===== src/rtl/retospect_fpna_pkg.sv =====
// Shared types and chain geometry for the neurochip fabric configuration path.
package retospect_fpna_pkg;

   typedef enum logic [2:0] {
      IDLE  = 3'd0,
      FILL  = 3'd1,
      SHIFT = 3'd2,
      DONE  = 3'd3,
      ERR   = 3'd4
   } loader_state_t;

   localparam int CELL_BITS     = 19;
   localparam int CLOCKBOX_BITS = 48;
   localparam int X_MAX         = 5;
   localparam int Y_MAX         = 5;

   // Chain order is clockbox first, then every cell of the X_MAX x Y_MAX grid.
   function automatic int chain_len(input int x, input int y);
      return CLOCKBOX_BITS + x * y * CELL_BITS;
   endfunction

   localparam int FPNA_CHAIN_LEN = chain_len(X_MAX, Y_MAX);

endpackage


===== src/rtl/retospect_rb_packer.sv =====
// Serial-to-byte readback packer: LSB-first accumulation, strobe on every
// 8th bit, and a flush that emits a zero-padded partial byte.
module retospect_rb_packer (
   input  logic       clk,
   input  logic       rst_n,
   input  logic       sample_en,
   input  logic       bit_in,
   input  logic       flush,
   input  logic       clear,
   output logic [7:0] rb_byte,
   output logic       rb_valid
);

   logic [7:0] acc_q, acc_nxt;
   logic [2:0] idx_q;

   always_comb begin
      acc_nxt        = acc_q;
      acc_nxt[idx_q] = bit_in;
   end

   // acc is zeroed after every emit, so a flushed partial byte is already padded.
   always_ff @(posedge clk or negedge rst_n) begin
      if (!rst_n) begin
         acc_q    <= 8'h00;
         idx_q    <= 3'd0;
         rb_byte  <= 8'h00;
         rb_valid <= 1'b0;
      end else begin
         rb_valid <= 1'b0;
         if (clear) begin
            acc_q <= 8'h00;
            idx_q <= 3'd0;
         end else if (sample_en) begin
            if (idx_q == 3'd7 || flush) begin
               rb_byte  <= acc_nxt;
               rb_valid <= 1'b1;
               acc_q    <= 8'h00;
               idx_q    <= 3'd0;
            end else begin
               acc_q <= acc_nxt;
               idx_q <= idx_q + 3'd1;
            end
         end
      end
   end

endmodule


===== src/rtl/retospect_bitstream_loader.sv =====
// Streams configuration bytes LSB-first onto the fabric serial chain with a
// gap-free config_en window, capturing the returning chain bits as readback.
module retospect_bitstream_loader
   import retospect_fpna_pkg::*;
#(
   parameter int CHAIN_LEN = FPNA_CHAIN_LEN,
   parameter int CNT_W     = 10
) (
   input  logic       clk,
   input  logic       rst_n,
   input  logic       start,
   input  logic [7:0] byte_in,
   input  logic       byte_valid,
   output logic       byte_ready,
   output logic       config_en,
   output logic       bs_in,
   input  logic       bs_return,
   output logic [7:0] rb_byte,
   output logic       rb_valid,
   output logic       busy,
   output logic       done,
   output logic       frame_err
);

   localparam int NBYTES = (CHAIN_LEN + 7) / 8;
   localparam int FW     = $clog2(NBYTES + 1);
   localparam logic [CNT_W-1:0] LAST_BIT = CNT_W'(CHAIN_LEN - 1);
   localparam logic [FW-1:0]    NB_F     = FW'(NBYTES);

   loader_state_t    state_q, state_d;
   logic [7:0]       hold_q, hold_d, shreg_q, shreg_d;
   logic             hold_full_q, hold_full_d;
   logic [2:0]       idx_q, idx_d;
   logic [CNT_W-1:0] cnt_q, cnt_d;
   logic [FW-1:0]    fetch_q, fetch_d;
   logic             en_q, en_d, done_q, done_d, err_q, err_d, busy_q;
   logic             hs, rb_clear, rb_flush;

   assign byte_ready = (state_q == FILL || state_q == SHIFT) && !hold_full_q && (fetch_q < NB_F);
   assign hs         = byte_ready && byte_valid;

   always_comb begin
      state_d     = state_q;
      hold_d      = hold_q;
      hold_full_d = hold_full_q;
      shreg_d     = shreg_q;
      idx_d       = idx_q;
      cnt_d       = cnt_q;
      fetch_d     = fetch_q;
      en_d        = 1'b0;
      done_d      = 1'b0;
      err_d       = err_q;
      rb_clear    = 1'b0;
      rb_flush    = 1'b0;
      unique case (state_q)
         IDLE: if (start) begin
            state_d     = FILL;
            err_d       = 1'b0;
            cnt_d       = '0;
            idx_d       = 3'd0;
            fetch_d     = '0;
            hold_full_d = 1'b0;
            rb_clear    = 1'b1;
         end
         FILL: if (hs) begin
            shreg_d = byte_in;
            fetch_d = fetch_q + FW'(1);
            state_d = SHIFT;
            en_d    = 1'b1;
         end
         SHIFT: begin
            en_d    = 1'b1;
            shreg_d = shreg_q >> 1;
            cnt_d   = cnt_q + CNT_W'(1);
            idx_d   = idx_q + 3'd1;
            if (hs) begin
               hold_d      = byte_in;
               hold_full_d = 1'b1;
               fetch_d     = fetch_q + FW'(1);
            end
            if (cnt_q == LAST_BIT) begin
               state_d  = DONE;
               en_d     = 1'b0;
               done_d   = 1'b1;
               shreg_d  = 8'h00;
               rb_flush = 1'b1;
            end else if (idx_q == 3'd7) begin
               // Refill at the boundary with no bubble, or abandon the frame.
               if (hold_full_q) begin
                  shreg_d     = hold_q;
                  hold_full_d = hs;
               end else begin
                  state_d = ERR;
                  en_d    = 1'b0;
                  shreg_d = 8'h00;
               end
            end
         end
         DONE: state_d = IDLE;
         ERR: begin
            err_d       = 1'b1;
            hold_full_d = 1'b0;
            rb_clear    = 1'b1;
            state_d     = IDLE;
         end
         default: state_d = IDLE;
      endcase
   end

   always_ff @(posedge clk or negedge rst_n) begin
      if (!rst_n) begin
         state_q     <= IDLE;
         hold_q      <= 8'h00;
         hold_full_q <= 1'b0;
         shreg_q     <= 8'h00;
         idx_q       <= 3'd0;
         cnt_q       <= '0;
         fetch_q     <= '0;
         en_q        <= 1'b0;
         done_q      <= 1'b0;
         err_q       <= 1'b0;
         busy_q      <= 1'b0;
      end else begin
         state_q     <= state_d;
         hold_q      <= hold_d;
         hold_full_q <= hold_full_d;
         shreg_q     <= shreg_d;
         idx_q       <= idx_d;
         cnt_q       <= cnt_d;
         fetch_q     <= fetch_d;
         en_q        <= en_d;
         done_q      <= done_d;
         err_q       <= err_d;
         busy_q      <= (state_d != IDLE);
      end
   end

   assign config_en = en_q;
   assign bs_in     = shreg_q[0];
   assign busy      = busy_q;
   assign done      = done_q;
   assign frame_err = err_q;

   retospect_rb_packer u_rb_packer (
      .clk       (clk),
      .rst_n     (rst_n),
      .sample_en (state_q == SHIFT),
      .bit_in    (bs_return),
      .flush     (rb_flush),
      .clear     (rb_clear),
      .rb_byte   (rb_byte),
      .rb_valid  (rb_valid)
   );

endmodule


===== config.mk =====
export PLATFORM = sky130hd
export DESIGN_NAME = retospect_bitstream_loader
export DESIGN_NICKNAME = d
export VERILOG_FILES = /design/src/rtl/retospect_fpna_pkg.sv /design/src/rtl/retospect_rb_packer.sv /design/src/rtl/retospect_bitstream_loader.sv
export SDC_FILE = /design/constraint.sdc
export NUM_CORES = 1
export LEC_CHECK = 0
export ABC_AREA = 1
export CORE_UTILIZATION = 45
export DETAILED_ROUTE_END_ITERATION = 16
export RECOVER_POWER = 25
export SETUP_SLACK_MARGIN = 0.2
export SLEW_MARGIN = 5
export SYNTH_ARGS = -nofsm -noshare
export SYNTH_HDL_FRONTEND = slang
export SYNTH_SLANG_ARGS = --single-unit
export TNS_END_PERCENT = 1

===== constraint.sdc =====
create_clock -name clk -period 4.7 [get_ports clk]
set_input_delay 0.47 -clock clk [delete_from_list [all_inputs] [get_ports clk]]
set_output_delay 0.47 -clock clk [all_outputs]
set_load 0.01 [all_outputs]

==> results by group, run 1 <==
Run status
  • Status: finished clean

Logic synthesis
  • Yosys top cell area share: 49.0%
  • Synth Net Count: 428
  • Yosys synthesis warning count: 0
  • Number of flip-flops and latches in the synthesized netlist: 64
  • Dominant cells by area after synthesis: sky130_fd_sc_hd__dfrtp_1 (49%), sky130_fd_sc_hd__nand2_1 (15%), sky130_fd_sc_hd__nand3_1 (8.4%), sky130_fd_sc_hd__inv_1 (4.5%), sky130_fd_sc_hd__o21ai_0 (4.4%)
  • Number of cells produced by synthesis: 408
  • Number of unique standard cell types used by synthesis: 29
  • Post-synthesis average cell area: 8.01 sq um
  • Netlist area before placement: 3270 sq um
  • Largest area contributor in the synthesized netlist: sky130_fd_sc_hd__dfrtp_1
  • Sequential share of the synthesized area: 49.0%

Clocking
  • Total CTS buffers: 9
  • Clk_lat worst skew: 0.34 ns
  • Number of hold buffers added after cts: 0
  • Root buffer cell: sky130_fd_sc_hd__clkbuf_8
  • H-tree level count: 3
  • Clock tree from TritonCTS: done
  • Clock input transition at the sequential cells of the worst setup and hold paths: 0.07 ns
  • Total number of clock tree sinks: 64
  • Bufs on Longest Clock Path: 2
  • Post_cts resized: 0
  • Post-CTS setup-driven buffer insertion count: 0

Placed design
  • IO Port Bufs: 27
  • Number of placed instances, taps included: 522
  • Routability cong.: 0.846
  • Hpwl dp: 4600 microns

Route
  • Routed via count: 2668
  • Final wirelength: 6890 microns
  • Count of unresolved DRC violations after routing: 0
  • Iteration-0 DRC count of the detailed router: 138
  • Per-cell via count in the routed design: 4.97
  • Routed length per placed instance: 12.8 microns
  • First-pass DRT Iterations: 4
  • Residual antenna-violating net count after detailed routing: 0

Die
  • Die area: 7600 sq um
  • Floorplan core area: 6910 sq um
  • Row Count: 30
  • Y dimension of the die: 87.2 microns
  • I/O pins: 28
  • Floorplan die width: 87.2 microns
  • Initial Utilization: 47.3%

STA
  • Worst-case clock skew: 0.00871 ns
  • Accumulated negative setup slack: 0 ns
  • Final setup viols: 0
  • Final-report max-slew violation count: 0
  • Final period util: 60.2%
  • Minimum period implied by the final worst setup slack: 2.83 ns
  • Max-slew headroom: 39.7%
  • Final Hold Viols: 0
  • Unrepaired setup endpoints after global routing: no
  • Worst Max-Slew Pin Slew: 0.905 ns
  • Worst hold margin: 0.235 ns
  • Achievable clock frequency: 0.353 GHz

Critical path
  • Crit-path most repeated cell: sky130_fd_sc_hd__nand2_4
  • CP Cell Sequence: nor2_2 > nand2_2 > nand2_4 > nand2_4 > nor2_4 > clkdlybuf4s50_1
  • Worst setup slack for register-to-register paths: 2.24 ns
  • Startpoint type of the worst setup path: flop
  • Kind of capture point of the worst setup path: output pin
  • Worst r2r dst: shreg_q[6]
  • R2r worst-path depth: 7
  • Arr. time, crit path: 2.36 ns
  • Critical R2R Launch: state_q[2]
  • Max incr delay on CP: 0.56 ns
  • Crit path max-delay cell type: sky130_fd_sc_hd__clkdlybuf4s50_1
  • Critical-path maximum fanout: 36
  • Data required time of the critical path: 4.23 ns
  • Setup Crit Path Kind: reg2out

GRT
  • Initial antenna violation count: 0
  • Total routing usage reported by global routing: 20.2%
  • Total overflow reported by the global router: 0
  • Wire length of the first global-routing pass: 11700 microns
  • Pin count of the biggest net entering global routing: 49
  • Vias in the first global route: 2542

Cells and area
  • Signed area change from the synthesized netlist to the final layout: 16.3%
  • Number of diodes added for antenna fixing: 0
  • Reg area: 1600 sq um
  • Share of final-layout standard cells stronger than drive strength 1: 9.07%
  • Nets@finish: 457
  • Total area of multi-input combinational cells: 1450 sq um
  • Layout filler cell count: 699
  • Final cell count without fillers: 537

Pwr
  • Static leakage: 0.00186 uW
  • Peak VDD IR: 0.256 mV
  • Ratio of total power to cell area: 468 nW/um^2
  • Total power consumption of the routed design: 1780 uW

Job
  • Max-cap check violation count: 0

Worst hold path
  • Type of the worst min-delay path: in2async
kinds of logic (layout without fill, tap and decap cells):
| logic type | count (synthesis) | count (layout) | share of synthesized area (%) |
|---|---|---|---|
| compound gates | 54 | 54 | 9.69 |
| xor+xnor | 6 | 6 | 1.61 |
| fa+ha+maj | 7 | 7 | 2.68 |
| buf+inv | 54 | 87 | 6.70 |
| flops | 64 | 64 | 49.0 |
| mux | 1 | 1 | 0.306 |
| simple gates | 222 | 222 | 30.0 |
synthesized netlist by cell type:
library cell,instances
sky130_fd_sc_hd__nand3b_1,1
sky130_fd_sc_hd__nor2_1,15
sky130_fd_sc_hd__ha_1,7
sky130_fd_sc_hd__a22o_1,1
sky130_fd_sc_hd__nand3_1,55
sky130_fd_sc_hd__a21oi_1,10
sky130_fd_sc_hd__o21ai_2,9
sky130_fd_sc_hd__inv_1,39
sky130_fd_sc_hd__dfrtp_1,64
sky130_fd_sc_hd__nor3_2,1
sky130_fd_sc_hd__o22ai_1,4
sky130_fd_sc_hd__mux2i_1,1
sky130_fd_sc_hd__a21oi_2,1
sky130_fd_sc_hd__nand2_1,133
sky130_fd_sc_hd__clkbuf_1,3
sky130_fd_sc_hd__nor2_2,1
sky130_fd_sc_hd__clkinv_1,1
sky130_fd_sc_hd__nor3_1,5
sky130_fd_sc_hd__o21ai_0,29
sky130_fd_sc_hd__nor2_4,1
sky130_fd_sc_hd__buf_2,7
sky130_fd_sc_hd__inv_2,3
sky130_fd_sc_hd__xor2_1,6
sky130_fd_sc_hd__nand2_2,3
sky130_fd_sc_hd__nand4_1,3
sky130_fd_sc_hd__nand3b_2,1
sky130_fd_sc_hd__nand2_4,2
sky130_fd_sc_hd__buf_6,1
sky130_fd_sc_hd__nand3_4,1
through the flow:
| step | cell area (sq um) | utilization [%] | setup WS (ns) |
|---|---|---|---|
| floorplan | 3270 | - | 3.22 |
| global placement | 3610 | 52.3 | 2.22 |
| detailed placement | 3610 | 52.3 | 2.20 |
| CTS | 3800 | 55.0 | 1.83 |
| global route | 3800 | 55.0 | 1.71 |
| finish | 3800 | 55.0 | 1.87 |
per-layer routing:
layer  GRT usage [%]  vias to the layer above  routed length [microns]
met5               0                        -                        0
met4            10.3                        0                      112
met3            3.60                       11                      199
met2            30.7                       45                     3120
met1            27.8                     1236                     3460
li1                -                     1376                        -
cells in the final DEF, fill, tap and decap left out, drive strengths merged:
master           n
o21ai           38
a21oi           11
a22o             1
nor3             6
ha               7
bufinv           1
nand3b           2
mux2i            1
dfrtp           64
o22ai            4
nand4            3
buf              2
clkbuf          12
nor2            17
clkinv           4
nand3           56
clkdlybuf4s50   26
nand2          138
inv             42
xor2             6
layout make-up:
cell class,instances,area share [%]
repair buffers,29,7.34
clock buffers,11,3.72
inverters,43,4.25
flip-flops and latches,64,42.1
multi-input cells,290,38.2
clock inverters,4,1.19
well taps,96,3.16
critical path, delay by kind of cell, from the launching register on:
family	cells	cell delay, ns
AND/OR/NAND/NOR	5	1.06
flip-flops	1	0.42
buffers and inverters	1	0.56
state kept, by name, indices dropped and copies added (netlist names), 3 cells and up:
name and cells:
cnt_q 10, hold_q 8, shreg_q 8, u_rb_packer.acc_q 8
u_rb_packer.rb_byte 8, fetch_q 7, idx_q 3, state_q 3
u_rb_packer.idx_q 3
worst max-delay path by stage:
stage                from    endpoint  slack [ns]  depth (start not counted)
2_1_floorplan    idx_q[0]  shreg_q[0]        3.22                         10
3_3_place_gp   state_q[2]  byte_ready        2.22                          6
3_5_place_dp   state_q[2]  byte_ready        2.20                          6
4_1_cts        state_q[2]  byte_ready        1.83                          6
5_1_grt        state_q[2]  byte_ready        1.71                          6
6_report       state_q[2]  byte_ready        1.87                          6
power by group:
part           total, uW  switching, uW  internal, uW
clock network        464            210           254
logic                542            338           204
registers            771           96.8           674
total               1780            645          1130
(Power assumes the default switching activity.)
==> inputs of run 2 (changes only) <==
PLACE_DENSITY = 0.67   (was not set)
clock period = 2.5 ns   (was 4.7 ns; I/O delays follow)
==> run 2 against run 1 <==
  * Highest routed layer unchanged
  * Combinational power is 97% higher
  * Critical path depth is 1 lower
  * Sequential share of layout area down 0.94 points
  * Global-route usage is 0.94 points higher
  * Largest power group unchanged
  * Register-to-register slack got worse by 1.9 ns
  * First-iteration DRC count grew 0.72%
  * Sequential power grew 89%
  * Die area unchanged
  * Non-clock buffer count is 6 higher
  * Worst hold slack improved by 0.20 ns
  * Critical endpoint is now u_rb_packer.idx_q[1]
  * The flow now finishes with violations (capacitance limit, slew limit)
  * Clock power is 110% higher
  * Largest cell class unchanged
  * Clock-buffer cell count is 1 higher
==> results by group, run 2 (same netlist as run 1, synthesis figures left out) <==
Run status
  • Status: finished, violations left
  • Failing checks: capacitance limit, slew limit

Clocking
  • H-tree level count: 3 (unchanged)
  • Clk_lat worst skew: 0.34 ns (about the same)
  • Clock input transition at the sequential cells of the worst setup and hold paths: 0.07 ns (about the same)
  • Bufs on Longest Clock Path: 2 (unchanged)
  • Total number of clock tree sinks: 64 (unchanged)
  • Clock tree from TritonCTS: done
  • Total CTS buffers: 9 (unchanged)
  • Root buffer cell: sky130_fd_sc_hd__clkbuf_8
  • Number of hold buffers added after cts: 0 (unchanged)

Critical path
  • Critical path endpoint: u_rb_packer.idx_q[1]
  • Critical R2R Launch: u_rb_packer.idx_q[0]
  • Worst setup slack for register-to-register paths: 0.38 ns (-1.86 ns)
  • Arr. time, crit path: 2.38 ns (+0.02 ns)
  • Data required time of the critical path: 2.76 ns (-1.47 ns)
  • R2r worst-path depth: 5 (-2)
  • Kind of capture point of the worst setup path: flop
  • Startpoint type of the worst setup path: flop
  • Worst setup startpoint: u_rb_packer.idx_q[0]
  • Setup Crit Path Kind: reg2reg
  • Worst r2r dst: u_rb_packer.idx_q[1]
  • Critical-path maximum fanout: 11 (-69%)

Route
  • Iteration-0 DRC count of the detailed router: 139 (+0.72%)
  • Final wirelength: 7100 microns (+3.0%)
  • Routed length per placed instance: 13.0 microns (+1.7%)
  • Residual antenna-violating net count after detailed routing: 0 (unchanged)
  • Count of unresolved DRC violations after routing: 0 (unchanged)
  • Routed via count: 2767 (+3.7%)
  • First-pass DRT Iterations: 4 (unchanged)
  • Per-cell via count in the routed design: 5.09 (+2.4%)

Cells and area
  • Most common cell after layout, fill and taps aside: sky130_fd_sc_hd__nand2_1
  • Number of diodes added for antenna fixing: 0 (unchanged)
  • Signed area change from the synthesized netlist to the final layout: 19.1%
  • Layout filler cell count: 673 (-3.7%)
  • Share of final-layout standard cells stronger than drive strength 1: 10.3% (+1.2 points)
  • Flip-flop count of the largest register after layout: 10 (unchanged)
  • Nets@finish: 464 (+1.5%)
  • Final cell count without fillers: 544 (+1.3%)
  • Register bank with the most flops: cnt_q
  • Highest-count cells in the layout ignoring fill and taps: sky130_fd_sc_hd__nand2_1 (133), sky130_fd_sc_hd__dfrtp_1 (63), sky130_fd_sc_hd__nand3_1 (55)

Pwr
  • Static leakage: 0.00192 uW (+3.0%)
  • Ratio of total power to cell area: 905 nW/um^2 (+93%)
  • Peak VDD IR: 0.385 mV (+50%)

Placed design
  • Routability cong.: 0.818 (-3.3%)
  • Hpwl dp: 4870 microns (+5.9%)
  • Number of placed instances, taps included: 527 (+0.96%)
  • IO Port Bufs: 27 (unchanged)

STA
  • Final period util: 84.9%
  • Worst Max-Slew Pin Slew: 1.93 ns (+1.03 ns)
  • Worst-case clock skew: 0.00442 ns (-0.00428 ns)
  • Minimum period implied by the final worst setup slack: 2.12 ns
  • Max-slew headroom: -28.8% (-68 points)
  • Final-report max-slew violation count: 37 (+37)
  • Final setup viols: 0 (unchanged)
  • Achievable clock frequency: 0.471 GHz
  • Accumulated negative setup slack: 0 ns (unchanged)
  • Unrepaired setup endpoints after global routing: no
  • Final Hold Viols: 0 (unchanged)

GRT
  • Vias in the first global route: 2661 (+4.7%)
  • Wire length of the first global-routing pass: 12200 microns (+4.4%)
  • Pin count of the biggest net entering global routing: 37 (-24%)
  • Initial antenna violation count: 0 (unchanged)
  • Total routing usage reported by global routing: 21.1% (+0.94 points)
  • Total overflow reported by the global router: 0 (unchanged)

Die
  • Row Count: 30 (unchanged)
  • Floorplan core area: 6910 sq um (unchanged)
  • I/O pins: 28 (unchanged)
  • Y dimension of the die: 87.2 microns (unchanged)
  • Die area: 7600 sq um (unchanged)
  • Initial Utilization: 47.3% (unchanged)
  • Floorplan die width: 87.2 microns (unchanged)

Job
  • Max-cap check violation count: 1 (+1)

Worst hold path
  • Type of the worst min-delay path: in2async
==> run 2: cell count changes in the layout (fill, tap and decap cells not counted), sizes merged <==
cell           before  now
clkinv              4    2
dlymetal6s2s        0    1
clkdlybuf4s50      26   25
buf                 2    7
clkbuf             12   14
nand2             138  139
bufinv              1    2
==> run 2: area by class of cell <==
class	count	area, sq um	area share (%)
clock buffers	12	155	3.99
clock inverters	3	65.1	1.67
inverters	43	161	4.15
multi-input cells	291	1460	37.6
flip-flops and latches	64	1600	41.2
well taps	96	120	3.09
repair buffers	35	323	8.30
==> run 2: how the worst min path moves through the flow <==
stage	from	end	slack [ns]
final	rst_n	fetch_q[0]	0.44
after global routing	byte_in[4]	hold_q[4]	0.48
after CTS	rst_n	fetch_q[0]	0.02
after detailed placement	rst_n	done	0.40
after global placement	rst_n	done	0.39
after floorplan	rst_n	busy	-0.05
==> run 2: what timing repair did <==
item | CTS | global route
pin swaps | 0 | 2
hold endpoints to repair | 0 | 0
cloned | 0 | 1
buffers inserted | 0 | 1
setup endpoints to repair | 1 | 1
gates resized for setup | 1 | 3
==> run 2: per-layer routing <==
layer / part of all wire, % / vias to the layer above / track usage [%] / wire length, microns
met5: 0 / - / 0 / 0
met3: 4.4 / 9 / 5.59 / 315
met4: 1.4 / 0 / 7.30 / 97
met1: 50 / 1293 / 28.7 / 3510
met2: 45 / 65 / 32.8 / 3170
li1: - / 1400 / - / -
==> run 2: worst max-delay path: stages, from the launching register on <==
cell and delay, ns:
sky130_fd_sc_hd__dfrtp_1 0.43, sky130_fd_sc_hd__ha_1 0.22, sky130_fd_sc_hd__ha_1 0.20, sky130_fd_sc_hd__nor3_1 0.91, sky130_fd_sc_hd__nand2_1 0.13, sky130_fd_sc_hd__o21ai_0 0.14
==> run 2: power breakdown <==
| group | total, uW | switching, uW | internal, uW |
|---|---|---|---|
| logic | 1070 | 653 | 414 |
| clock network | 994 | 384 | 609 |
| registers | 1460 | 190 | 1270 |
| total | 3520 | 1230 | 2290 |
==> run 2: metrics by stage <==
step / cell area, sq um / utilization, % / hold WS (ns) / power (uW) / setup WS (ns)
6_report: 3890 / 56.3 / 0.438 / 3520 / 0.377
5_1_grt: 3890 / 56.3 / 0.479 / 3770 / 0.231
4_1_cts: 3870 / 56.1 / 0.0246 / 3510 / 0.246
3_5_place_dp: 3650 / 52.8 / 0.398 / 2500 / 0.443
3_3_place_gp: 3650 / 52.8 / 0.392 / 2480 / 0.519
2_1_floorplan: 3270 / - / -0.0456 / 2180 / 1.02
==> inputs of run 3 (changes only) <==
clock period = 1.85 ns   (was 2.5 ns; I/O delays follow)
==> run 3 against run 2 <==
  * The run now ends clean
  * Clock skew barely moved
  * Cell area increased by 3.8%
  * Via count grew 2.4%
  * Sequential cell count stayed put
  * Sequential share of layout area down 1.5 points
  * Register-to-register slack worse by 0.13 ns
  * Power grew 35%
  * Utilization up 2.1 points
  * Combinational power is 54% higher
  * Worst hold slack got worse by 0.017 ns
==> results by group, run 3 (same netlist as run 1, synthesis figures left out) <==
STA
  • Minimum period implied by the final worst setup slack: 1.62 ns
  • Final period util: 87.6%
  • Max-slew headroom: 41.8% (+71 points)
  • Achievable clock frequency: 0.617 GHz
  • Final WS setup: 0.229 ns (-0.148 ns)
  • Final Hold Viols: 0 (unchanged)
  • Final setup viols: 0 (unchanged)
  • Accumulated negative setup slack: 0 ns (unchanged)
  • Worst-case clock skew: 0.00490 ns (+0.000480 ns)
  • Worst Max-Slew Pin Slew: 0.873 ns (-1.06 ns)
  • Unrepaired setup endpoints after global routing: yes
  • Final-report max-slew violation count: 0 (-100%)

Die
  • Die area: 7600 sq um (unchanged)
  • Y dimension of the die: 87.2 microns (unchanged)
  • I/O pins: 28 (unchanged)
  • Floorplan core area: 6910 sq um (unchanged)
  • Row Count: 30 (unchanged)
  • Floorplan die width: 87.2 microns (unchanged)
  • Initial Utilization: 47.3% (unchanged)

Placed design
  • IO Port Bufs: 27 (unchanged)
  • Area after detailed placement: 3750 sq um (+2.8%)
  • Hpwl dp: 4860 microns (about the same)
  • Number of placed instances, taps included: 539 (+2.3%)
  • Routability cong.: 0.839 (+2.5%)
  • Pre-CTS setup slack: -0.180 ns (-0.623 ns)

Route
  • Final wirelength: 7110 microns (+0.20%)
  • First-pass DRT Iterations: 4 (unchanged)
  • Count of unresolved DRC violations after routing: 0 (unchanged)
  • Routed length on met3: 267 microns (-15%)
  • Residual antenna-violating net count after detailed routing: 0 (unchanged)
  • Iteration-0 DRC count of the detailed router: 162 (+17%)
  • DRT met1 WL: 3570 microns (+1.7%)
  • Per-cell via count in the routed design: 5.05 (-0.72%)
  • Highest routed metal layer: met4
  • Wire length on met2: 3180 microns (+0.44%)
  • Routed length per placed instance: 12.7 microns (-2.8%)
  • Routed via count: 2833 (+2.4%)

Critical path
  • Setup Crit Path Kind: reg2out
  • Startpoint type of the worst setup path: flop
  • Critical R2R Launch: u_rb_packer.idx_q[0]
  • Worst setup slack for register-to-register paths: 0.25 ns (-0.13 ns)
  • Worst setup startpoint: state_q[0]
  • Critical-path maximum fanout: 5 (-6)
  • Data required time of the critical path: 1.66 ns (-1.10 ns)
  • Kind of capture point of the worst setup path: output pin
  • Arr. time, crit path: 1.44 ns (-0.94 ns)

Clocking
  • H-tree level count: 3 (unchanged)
  • Clock input transition at the sequential cells of the worst setup and hold paths: 0.07 ns (about the same)
  • Clk_lat worst skew: 0.33 ns (about the same)
  • Bufs on Longest Clock Path: 2 (unchanged)
  • Total CTS buffers: 9 (unchanged)
  • Root buffer cell: sky130_fd_sc_hd__clkbuf_8
  • Total number of clock tree sinks: 64 (unchanged)
  • Clock tree from TritonCTS: done

Cells and area
  • Nets@finish: 480 (+3.4%)
  • Most common cell after layout, fill and taps aside: sky130_fd_sc_hd__nand2_1
  • Flip-flop count of the largest register after layout: 10 (unchanged)
  • Register bank with the most flops: cnt_q
  • Cell area after layout: 4040 sq um (+3.8%)
  • Number of diodes added for antenna fixing: 0 (unchanged)
  • Highest-count cells in the layout ignoring fill and taps: sky130_fd_sc_hd__nand2_1 (132), sky130_fd_sc_hd__dfrtp_1 (64), sky130_fd_sc_hd__nand3_1 (54)
  • Final cell count without fillers: 561 (+3.1%)
  • Share of final-layout standard cells stronger than drive strength 1: 14.8% (+4.6 points)
  • Signed area change from the synthesized netlist to the final layout: 23.6%

Job
  • Max-cap check violation count: 0 (-1)

Pwr
  • Peak VDD IR: 0.603 mV (+57%)
  • Total power consumption of the routed design: 4760 uW (+35%)
  • Ratio of total power to cell area: 1180 nW/um^2 (+30%)
  • Static leakage: 0.00199 uW (+3.9%)

GRT
  • Vias in the first global route: 2701 (+1.5%)
  • Initial antenna violation count: 0 (unchanged)
  • Pin count of the biggest net entering global routing: 65 (+76%)
  • Total overflow reported by the global router: 0 (unchanged)
  • Wire length of the first global-routing pass: 12500 microns (+2.2%)
  • Total routing usage reported by global routing: 21.2% (+0.083 points)

Run status
  • Status: finished clean

Worst hold path
  • Type of the worst min-delay path: in2reg
  • Launch instance of the worst min-delay path: byte_in[0]
-- run 3: layer usage --
metal / GRT usage, % / vias up
li1: - / 1426
met1: 29.7 / 1336
met2: 33.5 / 63
met3: 3.41 / 8
met4: 7.45 / 0
met5: 0 / -
-- run 3: repair_timing --
item / in CTS / in global routing
endpoints found under the hold margin: 64 / 0
pin swaps: 2 / 0
resized for setup: 9 / 8
hold buffers: 1 / 0
endpoints found under the setup margin: 28 / 51
buffers inserted: 3 / 2
cloned: 0 / 0
-- run 3: critical path, stage by stage (launching register included) --
cell	delay [ns]
sky130_fd_sc_hd__dfrtp_1	0.42
sky130_fd_sc_hd__nor2_4	0.14
sky130_fd_sc_hd__nand2_4	0.10
sky130_fd_sc_hd__nand2_4	0.09
sky130_fd_sc_hd__nand2_4	0.05
sky130_fd_sc_hd__nor2_4	0.15
sky130_fd_sc_hd__buf_2	0.15
-- run 3: worst paths after layout --
check,depth (start not counted),end
setup / recovery,6,byte_ready
hold / removal,3,hold_q[0]
setup reg to reg,7,u_rb_packer.rb_byte[0]
hold reg to reg,2,u_rb_packer.rb_byte[3]
max in group asynchronous,3,shreg_q[0]
min in group asynchronous,3,cnt_q[5]
-- run 3: metrics by stage --
| stage | hold slack (ns) | util [%] |
|---|---|---|
| 2_1_floorplan | -0.111 | - |
| 3_3_place_gp | 0.228 | 54.3 |
| 3_5_place_dp | 0.231 | 54.3 |
| 4_1_cts | 0.411 | 58.1 |
| 5_1_grt | 0.442 | 58.5 |
| 6_report | 0.421 | 58.5 |
-- run 3: final cells by class --
| cell class | instances | area, sq um |
|---|---|---|
| Clock buffer | 13 | 159 |
| Inverter | 43 | 169 |
| Fill cell | 656 | 2870 |
| Timing Repair Buffer | 52 | 450 |
| Multi-Input combinational cell | 290 | 1500 |
| Tap cell | 96 | 120 |
| Clock inverter | 3 | 40.0 |
| Sequential cell | 64 | 1600 |
-- run 3: power breakdown --
group | internal, uW | switching [uW]
sequential | 1710 | 196
combinational | 661 | 984
clock | 693 | 512
